### src/rtl/ram_port1_rd_arbiter.sv
// ram_port1_rd_arbiter
// Shares the read-only port 1 of a dual-port SRAM among NUM_REQ burst-read
// requesters. It grants requesters round-robin, sequences consecutive word
// addresses onto csb1/addr1, and routes the returned dout1 words back to
// the granted requester through a READ_LATENCY-deep tag pipeline.
// Everything runs in the clk1 domain. Reset is synchronous and active high.
// ADDR_WIDTH and DATA_WIDTH default to 8/32. Override them at instantiation
// with the project-wide SRAM widths.

module ram_port1_rd_arbiter #(
    parameter int NUM_REQ      = 4,
    parameter int ADDR_WIDTH   = 8,
    parameter int DATA_WIDTH   = 32,
    parameter int LEN_WIDTH    = 4,
    parameter int READ_LATENCY = 1
) (
    input  logic                            clk1,
    input  logic                            rst1,
    input  logic [NUM_REQ-1:0]              req_valid,
    output logic [NUM_REQ-1:0]              req_ready,
    input  logic [NUM_REQ*ADDR_WIDTH-1:0]   req_addr,
    input  logic [NUM_REQ*LEN_WIDTH-1:0]    req_len,
    output logic [NUM_REQ-1:0]              rsp_valid,
    output logic [DATA_WIDTH-1:0]           rsp_data,
    output logic                            rsp_last,
    output logic                            busy,
    output logic                            csb1,
    output logic [ADDR_WIDTH-1:0]           addr1,
    input  logic [DATA_WIDTH-1:0]           dout1
);

    localparam int PTR_W = (NUM_REQ > 1) ? $clog2(NUM_REQ) : 1;

    typedef enum logic {
        IDLE  = 1'b0,
        BURST = 1'b1
    } state_t;

    // One entry per issued read. When the entry leaves the pipeline it
    // tells the response side who owns the dout1 word and whether it is
    // the final beat of the burst.
    typedef struct packed {
        logic             valid;
        logic [PTR_W-1:0] gnt;
        logic             last;
    } tag_t;

    state_t               state;
    logic [PTR_W-1:0]     rr_ptr;
    logic [PTR_W-1:0]     gnt;
    logic [LEN_WIDTH-1:0] cnt;
    logic [PTR_W-1:0]     win;
    logic                 found;

    tag_t                 tag_pipe [READ_LATENCY];
    tag_t                 tag_in;
    tag_t                 tag_out;
    logic                 pipe_busy;

    // Round-robin search: the first valid requester at or after rr_ptr wins.
    // NOTE: every variable gets a default before the loop. Each path then
    // assigns it, so no latch is inferred.
    always_comb begin
        found = 1'b0;
        win   = '0;
        for (int k = 0; k < NUM_REQ; k++) begin
            if (!found && req_valid[(int'(rr_ptr) + k) % NUM_REQ]) begin
                found = 1'b1;
                win   = PTR_W'((int'(rr_ptr) + k) % NUM_REQ);
            end
        end
    end

    // The grant is offered combinationally, and only while IDLE.
    always_comb begin
        req_ready = '0;
        if (state == IDLE && found) begin
            req_ready[win] = 1'b1;
        end
    end

    // Burst sequencer: accept in IDLE, then issue one beat per cycle in BURST.
    // NOTE: all registered state uses non-blocking assignments. Every flop
    // therefore sees pre-edge values, whatever order the statements run in.
    always_ff @(posedge clk1) begin
        if (rst1) begin
            state  <= IDLE;
            rr_ptr <= '0;
            cnt    <= '0;
            gnt    <= '0;
            csb1   <= 1'b1;
            addr1  <= '0;
        end else begin
            case (state)
                IDLE: begin
                    if (found) begin
                        csb1   <= 1'b0;
                        addr1  <= req_addr[win*ADDR_WIDTH +: ADDR_WIDTH];
                        cnt    <= req_len[win*LEN_WIDTH +: LEN_WIDTH];
                        gnt    <= win;
                        rr_ptr <= (win == PTR_W'(NUM_REQ - 1)) ? '0 : win + 1'b1;
                        state  <= BURST;
                    end
                end
                BURST: begin
                    if (cnt != '0) begin
                        addr1 <= addr1 + 1'b1;
                        cnt   <= cnt - 1'b1;
                    end else begin
                        csb1  <= 1'b1;
                        state <= IDLE;
                    end
                end
                default: begin
                    csb1  <= 1'b1;
                    state <= IDLE;
                end
            endcase
        end
    end

    // Tag for the beat on the port this cycle. Idle cycles push an empty tag.
    always_comb begin
        tag_in = '0;
        if (!csb1) begin
            tag_in.valid = 1'b1;
            tag_in.gnt   = gnt;
            tag_in.last  = (cnt == '0);
        end
    end

    // Delays each tag by READ_LATENCY cycles so it lines up with its dout1 word.
    // NOTE: unlike a data array, this shift register is reset. Its valid bits
    // drive rsp_valid and busy directly, so a reset must discard in-flight reads.
    always_ff @(posedge clk1) begin
        if (rst1) begin
            for (int i = 0; i < READ_LATENCY; i++) begin
                tag_pipe[i] <= '0;
            end
        end else begin
            tag_pipe[0] <= tag_in;
            for (int i = 1; i < READ_LATENCY; i++) begin
                tag_pipe[i] <= tag_pipe[i-1];
            end
        end
    end

    assign tag_out = tag_pipe[READ_LATENCY-1];

    // Route the returning word to its owner. The data path is a pass-through
    // of dout1, held at zero while no beat is returning.
    always_comb begin
        rsp_valid = '0;
        rsp_last  = 1'b0;
        rsp_data  = '0;
        if (tag_out.valid) begin
            rsp_valid[tag_out.gnt] = 1'b1;
            rsp_last               = tag_out.last;
            rsp_data               = dout1;
        end
    end

    // busy covers the burst itself and every read still in flight.
    always_comb begin
        pipe_busy = 1'b0;
        for (int i = 0; i < READ_LATENCY; i++) begin
            if (tag_pipe[i].valid) begin
                pipe_busy = 1'b1;
            end
        end
    end

    assign busy = (state == BURST) | pipe_busy;

endmodule

### config.mk
export PLATFORM = sky130hd
export DESIGN_NAME = ram_port1_rd_arbiter
export DESIGN_NICKNAME = d
export VERILOG_FILES = /design/src/rtl/ram_port1_rd_arbiter.sv
export SDC_FILE = /design/constraint.sdc
export NUM_CORES = 1
export LEC_CHECK = 0
export CAP_MARGIN = 20
export CORE_MARGIN = 5
export CORE_UTILIZATION = 34
export CTS_CLUSTER_DIAMETER = 40
export DETAILED_ROUTE_END_ITERATION = 7
export PLACE_DENSITY = 0.81
export SLEW_MARGIN = 20
export SYNTH_ARGS = -nofsm -noshare
export SYNTH_HDL_FRONTEND = slang
export SYNTH_SLANG_ARGS = --single-unit
### constraint.sdc
create_clock -name clk1 -period 2.6 [get_ports clk1]
set_clock_uncertainty 0.2 [all_clocks]
set_input_delay 0.52 -clock clk1 [delete_from_list [all_inputs] [get_ports clk1]]
set_output_delay 0.52 -clock clk1 [all_outputs]
set_load 0.05 [all_outputs]
==> results.py, run 1 <==
metrics = {
    "sta": {
        "hold_slack_ns": 0.256,
        "fmax_mhz": 395,
        "slew-limit-headroom_pct": 47.2,
        "finalHoldViolCount": 0,
        "worstMarginPinSlew_ns": 0.793,
        "finalSetupViolCount": 0,
        "slew_viol_final": 0,
        "period_minus_slack_ns": 2.53,
        "fin_setup_tns_ns": 0,
        "rsz0062_at_grt": "false",
        "fin_crit_sh_pct": 97.5,
    },
    "floorplan": {
        "die_h_um": 82.5,
        "die_x_um": 82.5,
        "ioPinCount": 137,
        "initial_core_util_pct": 35.0,
        "core_area_um2": 5110,
        "dieArea_um2": 6810,
        "row_count": 26,
    },
    "setup_path": {
        "endpoint": "req_ready[1]",
        "worst_ep_arrival_time_ns": 1.81,
        "cp.depth": 6,
        "startpoint_type": "input pin",
        "cp_slowest_cell": "nor4_1",
        "crit_family": "simple AND/OR/NAND/NOR gates",
        "crit_path_end_kind": "primary output",
        "worstSetupStartpoint": "req_valid[1]",
        "worstPathRequired_ns": 1.88,
        "crit_buf_inv": 3,
        "regToRegSetupSlack_ns": 0.45,
        "critical_path.most_common_cell": "buf_4",
        "cp_cell_sequence": "dlygate4sd2_1 > buf_4 > nor4_1 > nor2_1 > and2_1 > buf_4",
        "cpPeakStageDelay_ns": 0.37,
        "crit_type": "input pin to primary output",
        "reg2reg_depth": 9,
        "r2r_start": "rr_ptr[1]",
        "r2r-end": "addr1[3]",
        "worst-path-max-fanout": 5,
    },
    "drt": {
        "drt-initial-drc-count": 44,
        "routed_wl_um": 6680,
        "drc": 0,
        "final_antenna_net_count": 0,
        "vias_per_cell": 4.92,
        "dr.pass1.iters": 4,
        "via_count": 2144,
        "wire_per_inst_um": 15.3,
    },
    "power_and_ir_drop": {
        "cellPowerDensity_nw_per_um2": 484,
        "power.leakage_nw": 1.54,
        "ir_drop_uv": 256,
    },
    "run": {
        "drv_cap": 0,
    },
    "clock_tree": {
        "root_buffer": "clkbuf_8",
        "post_cts_buffers": 0,
        "clk_pin_slew_ns": 0.08,
        "htree_levels": 1,
        "cts_tree": "done",
        "cts_buffer_depth": 2,
        "numClockSinks": 22,
        "cts_buffers": 3,
        "clk_latency_ns": 0.26,
    },
    "global_route": {
        "overflow": 0,
        "grtUsageTotal_pct": 18.9,
        "grt_max_degree": 32,
        "grt_pass1_vias": 2138,
        "grt_antenna_before_repair": 0,
        "grt_first_pass_wirelength_um": 10100,
    },
    "synth": {
        "synth_edf_count": 0,
        "yosys-top-cells-area": "dfxtp_1 25%, and2_1 15%, mux2i_1 12%",
        "ys_warn_count": 0,
        "synth_seq_cells": 22,
        "synth_ff_type": "dfxtp_1",
        "synth_top_area_share_pct": 24.6,
        "netlist_area_um2": 1790,
        "synthArstFlopShare_pct": 0,
        "ys_seq_area_share_pct": 24.6,
        "synth.largest_area_cell": "dfxtp_1",
        "synthCells": 219,
        "synth_cell_types": 44,
        "post-synth-top-count-cell": "and2_1",
        "postSynthAreaPerCell_um2": 8.17,
        "synth_commonest_cells": "43 x and2_1, 22 x dfxtp_1, 22 x mux2i_1",
        "syn_nets": 311,
    },
    "worst_hold_path": {
        "hold_path_depth": 2,
        "hp-class": "flop to flop",
    },
    "final_layout": {
        "layout.cells.non_filler": 436,
        "area_growth_pct": 111,
        "layout-drive-gt1-share_pct": 22.1,
        "nets": 459,
        "antenna_cells": 0,
        "fin_util_pct": 74.0,
        "fillers": 361,
        "design_area_um2": 3780,
    },
    "placement": {
        "gp_congestion": 0.837,
        "placed_cells": 432,
        "place_hpwl_um": 5920,
        "dpl_cell_area_um2": 3700,
        "io_buffers": 136,
    },
    "run_status": {
        "status": "completed",
    },
}
[area by class of cell]
class | count | area, um^2 | area share (%)
repair buffers | 155 | 1890 | 50.0
multi-input cells | 177 | 1250 | 33.1
flip-flops and latches | 22 | 444 | 11.8
well taps | 70 | 87.6 | 2.32
clock buffers | 3 | 41.3 | 1.09
inverters | 8 | 35.0 | 0.927
clock inverters | 1 | 30.0 | 0.794
[cell usage in the layout, fill, tap and decap left out, types with 7 or more instances in the layout]
master           instances
buf_4                   19
mux2i_1                 22
o22ai_1                  7
nor2_1                  13
and2_1                  43
nand2_1                 12
buf_12                  39
dfxtp_1                 21
a21oi_1                 21
clkdlybuf4s50_1         90
[where the power goes]
group	total (W)	switching (W)	internal (W)
Sequential	0.000461	0.0000674	0.000393
Clock	0.000315	0.000109	0.000206
Combinational	0.00105	0.000542	0.000513
Total	0.00183	0.000719	0.00111
[through the flow]
step	setup WS, ns	power, W
after floorplan	0.189	0.00106
after detailed placement	-0.262	0.00153
final	0.0656	0.00183
after global placement	-0.206	0.00150
after CTS	0.0000191	0.00184
after global routing	0.00188	0.00194
[registers in the layout (all words and copies together), names as in the netlist]
register  flops
tag_pipe      4
rr_ptr        2
state         1
addr1         8
gnt           2
cnt           4
csb1          1
[routing by layer]
layer | routed length [um] | track usage (%)
met1 | 2550 | 20.7
met2 | 3280 | 36.3
met3 | 795 | 4.88
met4 | 51 | 3.92
met5 | 0 | 0
[how the worst min path moves through the flow]
stage,startpoint,endpoint,slack (ns)
final,gnt[0],gnt[0],0.26
after global routing,gnt[0],gnt[0],0.29
after CTS,gnt[0],gnt[0],0.26
after detailed placement,gnt[0],gnt[0],0.25
after global placement,gnt[0],gnt[0],0.24
after floorplan,gnt[0],tag_pipe[0][1],0.23
[logic make-up after synthesis]
kind of cell | share of synthesized area (%)
adder cells (fa/ha/maj) | 4.20
flip-flops | 24.6
AO/OA/AOI/OAI | 20.5
AND/OR/NAND/NOR | 28.1
multiplexers | 14.2
buffers and inverters | 5.45
XOR/XNOR | 2.94
[timing repair]
item,4_1_cts,5_1_grt
gates resized for setup,7,5
pin swaps,2,3
endpoints found under the setup margin,4,4
hold buffers,0,0
[worst min-delay path, cell delays in order, from the launching register on]
cell and delay, ns:
dfxtp_1 0.31, nand2_1 0.05, a21oi_1 0.05
(Power assumes the default switching activity.)
==> run 2: changes to the inputs <==
--- a/constraint.sdc
+++ b/constraint.sdc
@@ -3,3 +3,3 @@
 set_input_delay 0.52 -clock clk1 [delete_from_list [all_inputs] [get_ports clk1]]
 set_output_delay 0.52 -clock clk1 [all_outputs]
-set_load 0.05 [all_outputs]
+set_load 0.02 [all_outputs]
==> run 2 against run 1 <==
Against the previous run: combinational power decreased by 22%; total power decreased by 13%; register-to-register slack improved by 0.02 ns; utilization decreased by 7.9 points; first-iteration DRC count increased by 6.8%; highest routed layer unchanged.
==> results.py, run 2 (synthesized netlist as in run 1, its figures left out) <==
metrics = {
    "sta": {
        "period_minus_slack_ns": 2.54,
        "fin_crit_sh_pct": 97.7,
        "fmax_mhz": 394,
        "slew-limit-headroom_pct": 44.6,
        "worstMarginPinSlew_ns": 0.830,
        "finalSetupViolCount": 0,
        "rsz0062_at_grt": "false",
        "hold_slack_ns": 0.260,
        "finalHoldViolCount": 0,
        "slew_viol_final": 0,
    },
    "worst_hold_path": {
        "hp-class": "flop to flop",
        "hold_path_depth": 2,
    },
    "drt": {
        "wire_per_inst_um": 14.1,
        "vias_per_cell": 4.94,
        "final_antenna_net_count": 0,
        "routed_wl_um": 6130,
        "drc": 0,
        "via_count": 2143,
        "dr.pass1.iters": 4,
        "drt-initial-drc-count": 47,
    },
    "global_route": {
        "grt_antenna_before_repair": 0,
        "grt_max_degree": 37,
        "overflow": 0,
        "grt_first_pass_wirelength_um": 9070,
        "grt_pass1_vias": 2031,
        "grtUsageTotal_pct": 16.7,
    },
    "setup_path": {
        "worst_ep_arrival_time_ns": 1.82,
        "cp.depth": 8,
        "worstPathRequired_ns": 1.88,
        "crit_buf_inv": 3,
        "crit_path_end_kind": "primary output",
        "reg2reg_depth": 8,
        "cpPeakStageDelay_ns": 0.29,
        "cp_slowest_cell": "dlygate4sd2_1",
        "worst-path-max-fanout": 5,
        "startpoint_type": "input pin",
        "crit_family": "buffers and inverters",
        "crit_type": "input pin to primary output",
        "cp_cell_sequence": "dlygate4sd2_1 > mux2i_1 > o22ai_2 > nor2_4 > inv_4 > ha_1 > and2_1 > buf_2",
    },
    "clock_tree": {
        "htree_levels": 1,
        "cts_buffer_depth": 2,
        "cts_buffers": 3,
        "numClockSinks": 22,
        "cts_tree": "done",
        "ctsHoldBuffers": 0,
        "clk_pin_slew_ns": 0.08,
        "clk_latency_ns": 0.26,
        "root_buffer": "clkbuf_8",
    },
    "placement": {
        "gp_congestion": 0.790,
        "io_buffers": 136,
        "place_hpwl_um": 5290,
        "dpl_cell_area_um2": 3310,
        "placed_cells": 429,
    },
    "floorplan": {
        "row_count": 26,
        "die_h_um": 82.5,
        "ioPinCount": 137,
        "dieArea_um2": 6810,
        "core_area_um2": 5110,
        "initial_core_util_pct": 35.0,
        "die_x_um": 82.5,
    },
    "power_and_ir_drop": {
        "ir_drop_uv": 244,
        "p_total_w": 0.00159,
        "power.leakage_nw": 1.34,
        "cellPowerDensity_nw_per_um2": 472,
    },
    "final_layout": {
        "final_common_cell": "clkdlybuf4s50_1",
        "layout-drive-gt1-share_pct": 12.1,
        "fillers": 448,
        "design_area_um2": 3380,
        "largest_reg_flops": 8,
        "nets": 457,
        "largest_registers": "addr1 (8), cnt (4), tag_pipe (4)",
        "antenna_cells": 0,
        "regMostFlops": "addr1",
        "layout.cells.non_filler": 434,
        "area_growth_pct": 88.7,
        "layout_common_cells": "128 x clkdlybuf4s50_1, 43 x and2_1, 22 x mux2i_1",
    },
    "run": {
        "drv_cap": 0,
    },
    "run_status": {
        "status": "completed",
    },
}
-- run 2: changes by cell type in the layout (fill, tap and decap cells not counted), sizes merged --
cell / before / now
clkdlybuf4s15: 1 / 0
dlygate4sd2: 2 / 3
clkdlybuf4s50: 90 / 128
buf: 61 / 21
-- run 2: report_power, final --
| part | total (W) | leakage (nW) | internal, W | switching [W] |
|---|---|---|---|---|
| Combinational | 0.000823 | 1.12 | 0.000440 | 0.000383 |
| Sequential | 0.000454 | 0.183 | 0.000393 | 0.0000613 |
| Clock | 0.000317 | 0.0357 | 0.000206 | 0.000112 |
-- run 2: stage by stage --
step / setup TNS (ns) / worst slack [ns] / util (%)
2_1_floorplan: 0 / 0.300 / -
3_3_place_gp: -3.45 / -0.574 / 64.8
3_5_place_dp: -4.23 / -0.620 / 64.8
4_1_cts: 0 / 0.00106 / 65.9
5_1_grt: 0 / 0.000204 / 66.1
6_report: 0 / 0.0601 / 66.1
-- run 2: path summary, 6_finish.rpt --
path / start / end / slack, ns
worst max-delay path: req_valid[2] / req_ready[0] / 0.06
worst max register to register: rr_ptr[1] / addr1[3] / 0.47
worst min register to register: gnt[0] / gnt[0] / 0.26
worst min-delay path: gnt[0] / gnt[0] / 0.26
-- run 2: timing repair --
item | in CTS | in global routing
buffers inserted | 0 | 1
pin swaps | 4 | 1
resized for setup | 23 | 4
endpoints found under the setup margin | 4 | 5
endpoints found under the hold margin | 0 | 0
-- run 2: layout make-up --
class	count	area, um^2	share of cell area (%)
clock inverters	1	30.0	0.890
multi-input cells	177	1260	37.4
inverters	8	35.0	1.04
repair buffers	153	1480	43.7
clock buffers	3	41.3	1.22
flip-flops and latches	22	442	13.1
well taps	70	87.6	2.59
-- run 2: layer usage --
layer	part of all wire [%]	GRT usage [%]	vias to the layer above
li1	-	-	1064
met1	39	18.4	942
met2	47	31.1	128
met3	13	4.34	9
met4	1.1	5.23	0
met5	0	0	-
-- run 2: worst reg2reg max path, delay by kind of cell (launching register included) --
family | cells | cell delay, ns
buffers and inverters | 2 | 0.20
and+or+nand+nor | 1 | 0.18
AOI/OAI and AO/OA | 3 | 0.72
muxes | 2 | 0.35
DFF | 1 | 0.42
==> run 3: changes to the inputs <==
- CORE_UTILIZATION: 34 -> 37
- PLACE_DENSITY: 0.81 -> 0.87
- clock period: 2.6 -> 3.2 ns (I/O delays scaled with it)
==> run 3 against run 2 <==
Against the previous run: clock power decreased by 38%; via count decreased by 3.1%; critical endpoint is now req_ready[3]; first-iteration DRC count increased by 62%; critical path depth unchanged; utilization increased by 4.6 points; worst setup slack improved by 0.025 ns; wire length decreased by 1.3%; non-clock buffer count decreased by 1; cell count decreased by 0.92%.
==> results.py, run 3 (synthesized netlist as in run 1, its figures left out) <==
metrics = {
    "clock_tree": {
        "cts_tree": "done",
        "ctsHoldBuffers": 0,
        "numClockSinks": 22,
        "htree_levels": 1,
        "cts_buffers": 3,
        "cts_buffer_depth": 2,
        "clk_latency_ns": 0.26,
        "root_buffer": "clkbuf_8",
        "clk_pin_slew_ns": 0.07,
    },
    "placement": {
        "place_hpwl_um": 5120,
        "placed_cells": 425,
        "place_worst_setup_slack_ns": -0.277,
        "dpl_cell_area_um2": 3280,
        "io_buffers": 136,
        "gp_congestion": 0.817,
    },
    "global_route": {
        "grt_pass1_vias": 1973,
        "overflow": 0,
        "grtUsageTotal_pct": 18.4,
        "met2_usage_pct": 32.3,
        "use_met3_pct": 4.74,
        "grt_max_degree": 39,
        "grt_antenna_before_repair": 0,
        "grtUsageMet1_pct": 22.2,
        "grt_first_pass_wirelength_um": 9400,
        "grt.busiest_layer": "met2",
    },
    "setup_path": {
        "worst_ep_arrival_time_ns": 2.27,
        "worstPathRequired_ns": 2.36,
        "cp_slowest_cell": "clkdlybuf4s50_1",
        "cpPeakStageDelay_ns": 0.52,
        "startpoint_type": "input pin",
        "crit_type": "input pin to primary output",
        "crit_path_end_kind": "primary output",
        "worst-path-max-fanout": 5,
        "cp_cell_sequence": "clkdlybuf4s50_1 > a21oi_2 > o21a_1 > o22ai_4 > inv_4 > ha_1 > and2_1 > clkdlybuf4s15_1",
    },
    "sta": {
        "fmax_mhz": 321,
        "finalHoldViolCount": 0,
        "fin_crit_sh_pct": 97.3,
        "period_minus_slack_ns": 3.11,
        "setup_ws_ns": 0.0854,
        "finalSetupViolCount": 0,
        "slew-limit-headroom_pct": 43.3,
        "worstMarginPinSlew_ns": 0.850,
        "slew_viol_final": 0,
    },
    "power_and_ir_drop": {
        "p_sw_w": 0.000449,
        "clkPwrFrac_pct": 15.9,
        "p_total_w": 0.00123,
        "sw_frac_of_total_pct": 36.4,
        "ir_drop_uv": 198,
        "cellPowerDensity_nw_per_um2": 369,
        "p_seq_share_pct": 29.9,
        "power.leakage_nw": 1.32,
        "pwr-share-comb_pct": 54.2,
        "p_int_w": 0.000784,
    },
    "final_layout": {
        "regMostFlops": "addr1",
        "antenna_cells": 0,
        "layout-drive-gt1-share_pct": 10.2,
        "design_area_um2": 3340,
        "layout.cells.non_filler": 430,
        "layout_common_cells": "129 x clkdlybuf4s50_1, 43 x and2_1, 22 x mux2i_1, 22 x dfxtp_1, 21 x a21oi_1",
        "largest_registers": "addr1 (8), cnt (4), tag_pipe (4)",
        "area_growth_pct": 86.6,
        "largest_reg_flops": 8,
        "final_common_cell": "clkdlybuf4s50_1",
        "nets": 456,
    },
    "drt": {
        "final_antenna_net_count": 0,
        "vias_per_cell": 4.83,
        "dr.pass1.iters": 4,
        "routed_wl_um": 6050,
        "drt-initial-drc-count": 76,
        "wire_per_inst_um": 14.1,
        "via_count": 2077,
        "drc": 0,
    },
    "floorplan": {
        "row_count": 25,
        "die_x_um": 79.5,
        "ioPinCount": 137,
        "core_area_um2": 4720,
        "die_h_um": 79.5,
        "initial_core_util_pct": 37.9,
        "dieArea_um2": 6330,
    },
    "run": {
        "drv_cap": 0,
    },
    "worst_hold_path": {
        "hp-class": "flop to flop",
    },
    "run_status": {
        "status": "completed",
    },
}
-- run 3: critical path, delay by kind of cell --
| kind | cells | cell delay, ns |
|---|---|---|
| and+or+nand+nor | 1 | 0.13 |
| adders and majority gates | 1 | 0.17 |
| AOI/OAI and AO/OA | 3 | 0.47 |
| buffers and inverters | 3 | 0.85 |
-- run 3: layout make-up --
cell class / instances / area, um^2
Sequential cell: 22 / 440
Fill cell: 384 / 1380
Multi-Input combinational cell: 177 / 1260
Clock buffer: 4 / 55.1
Inverter: 8 / 35.0
Timing Repair Buffer: 152 / 1470
Tap cell: 67 / 83.8
-- run 3: routing by layer --
metal	share of wire [%]	vias to the layer above	wire, um
li1	-	1062	-
met1	42	920	2550
met2	48	93	2920
met3	9.1	2	552
met4	0.61	0	37
met5	0	-	0
-- run 3: per-stage QoR --
stage                     setup TNS, ns  util [%]  hold slack (ns)
after floorplan                       0         -            0.230
after global placement           -0.875      69.5            0.238
after detailed placement          -1.01      69.5            0.246
after CTS                             0      70.6            0.263
after global routing           -0.00645      70.7            0.280
final                                 0      70.7            0.262
-- run 3: repair_timing --
item	in CTS	in global routing
buffers inserted	0	1
pin swaps	2	1
endpoints found under the setup margin	4	4
resized for setup	8	6
-- run 3: power by group through the flow --
stage / Sequential, W / Combinational, W / Clock (W)
5_1_grt: 0.000375 / 0.000727 / 0.000210
6_report: 0.000369 / 0.000668 / 0.000196
4_1_cts: 0.000367 / 0.000668 / 0.000198
3_5_place_dp: 0.000373 / 0.000671 / 0
3_3_place_gp: 0.000371 / 0.000660 / 0
2_1_floorplan: 0.000392 / 0.000350 / 0
-- run 3: worst paths after layout --
kind / start / to / slack (ns) / cells after the start
hold reg to reg: gnt[0] / tag_pipe[0][1] / 0.26 / 1
setup reg to reg: rr_ptr[1] / addr1[3] / 0.88 / 8
hold / removal: gnt[0] / tag_pipe[0][1] / 0.26 / 1
setup / recovery: req_valid[1] / req_ready[3] / 0.09 / 8
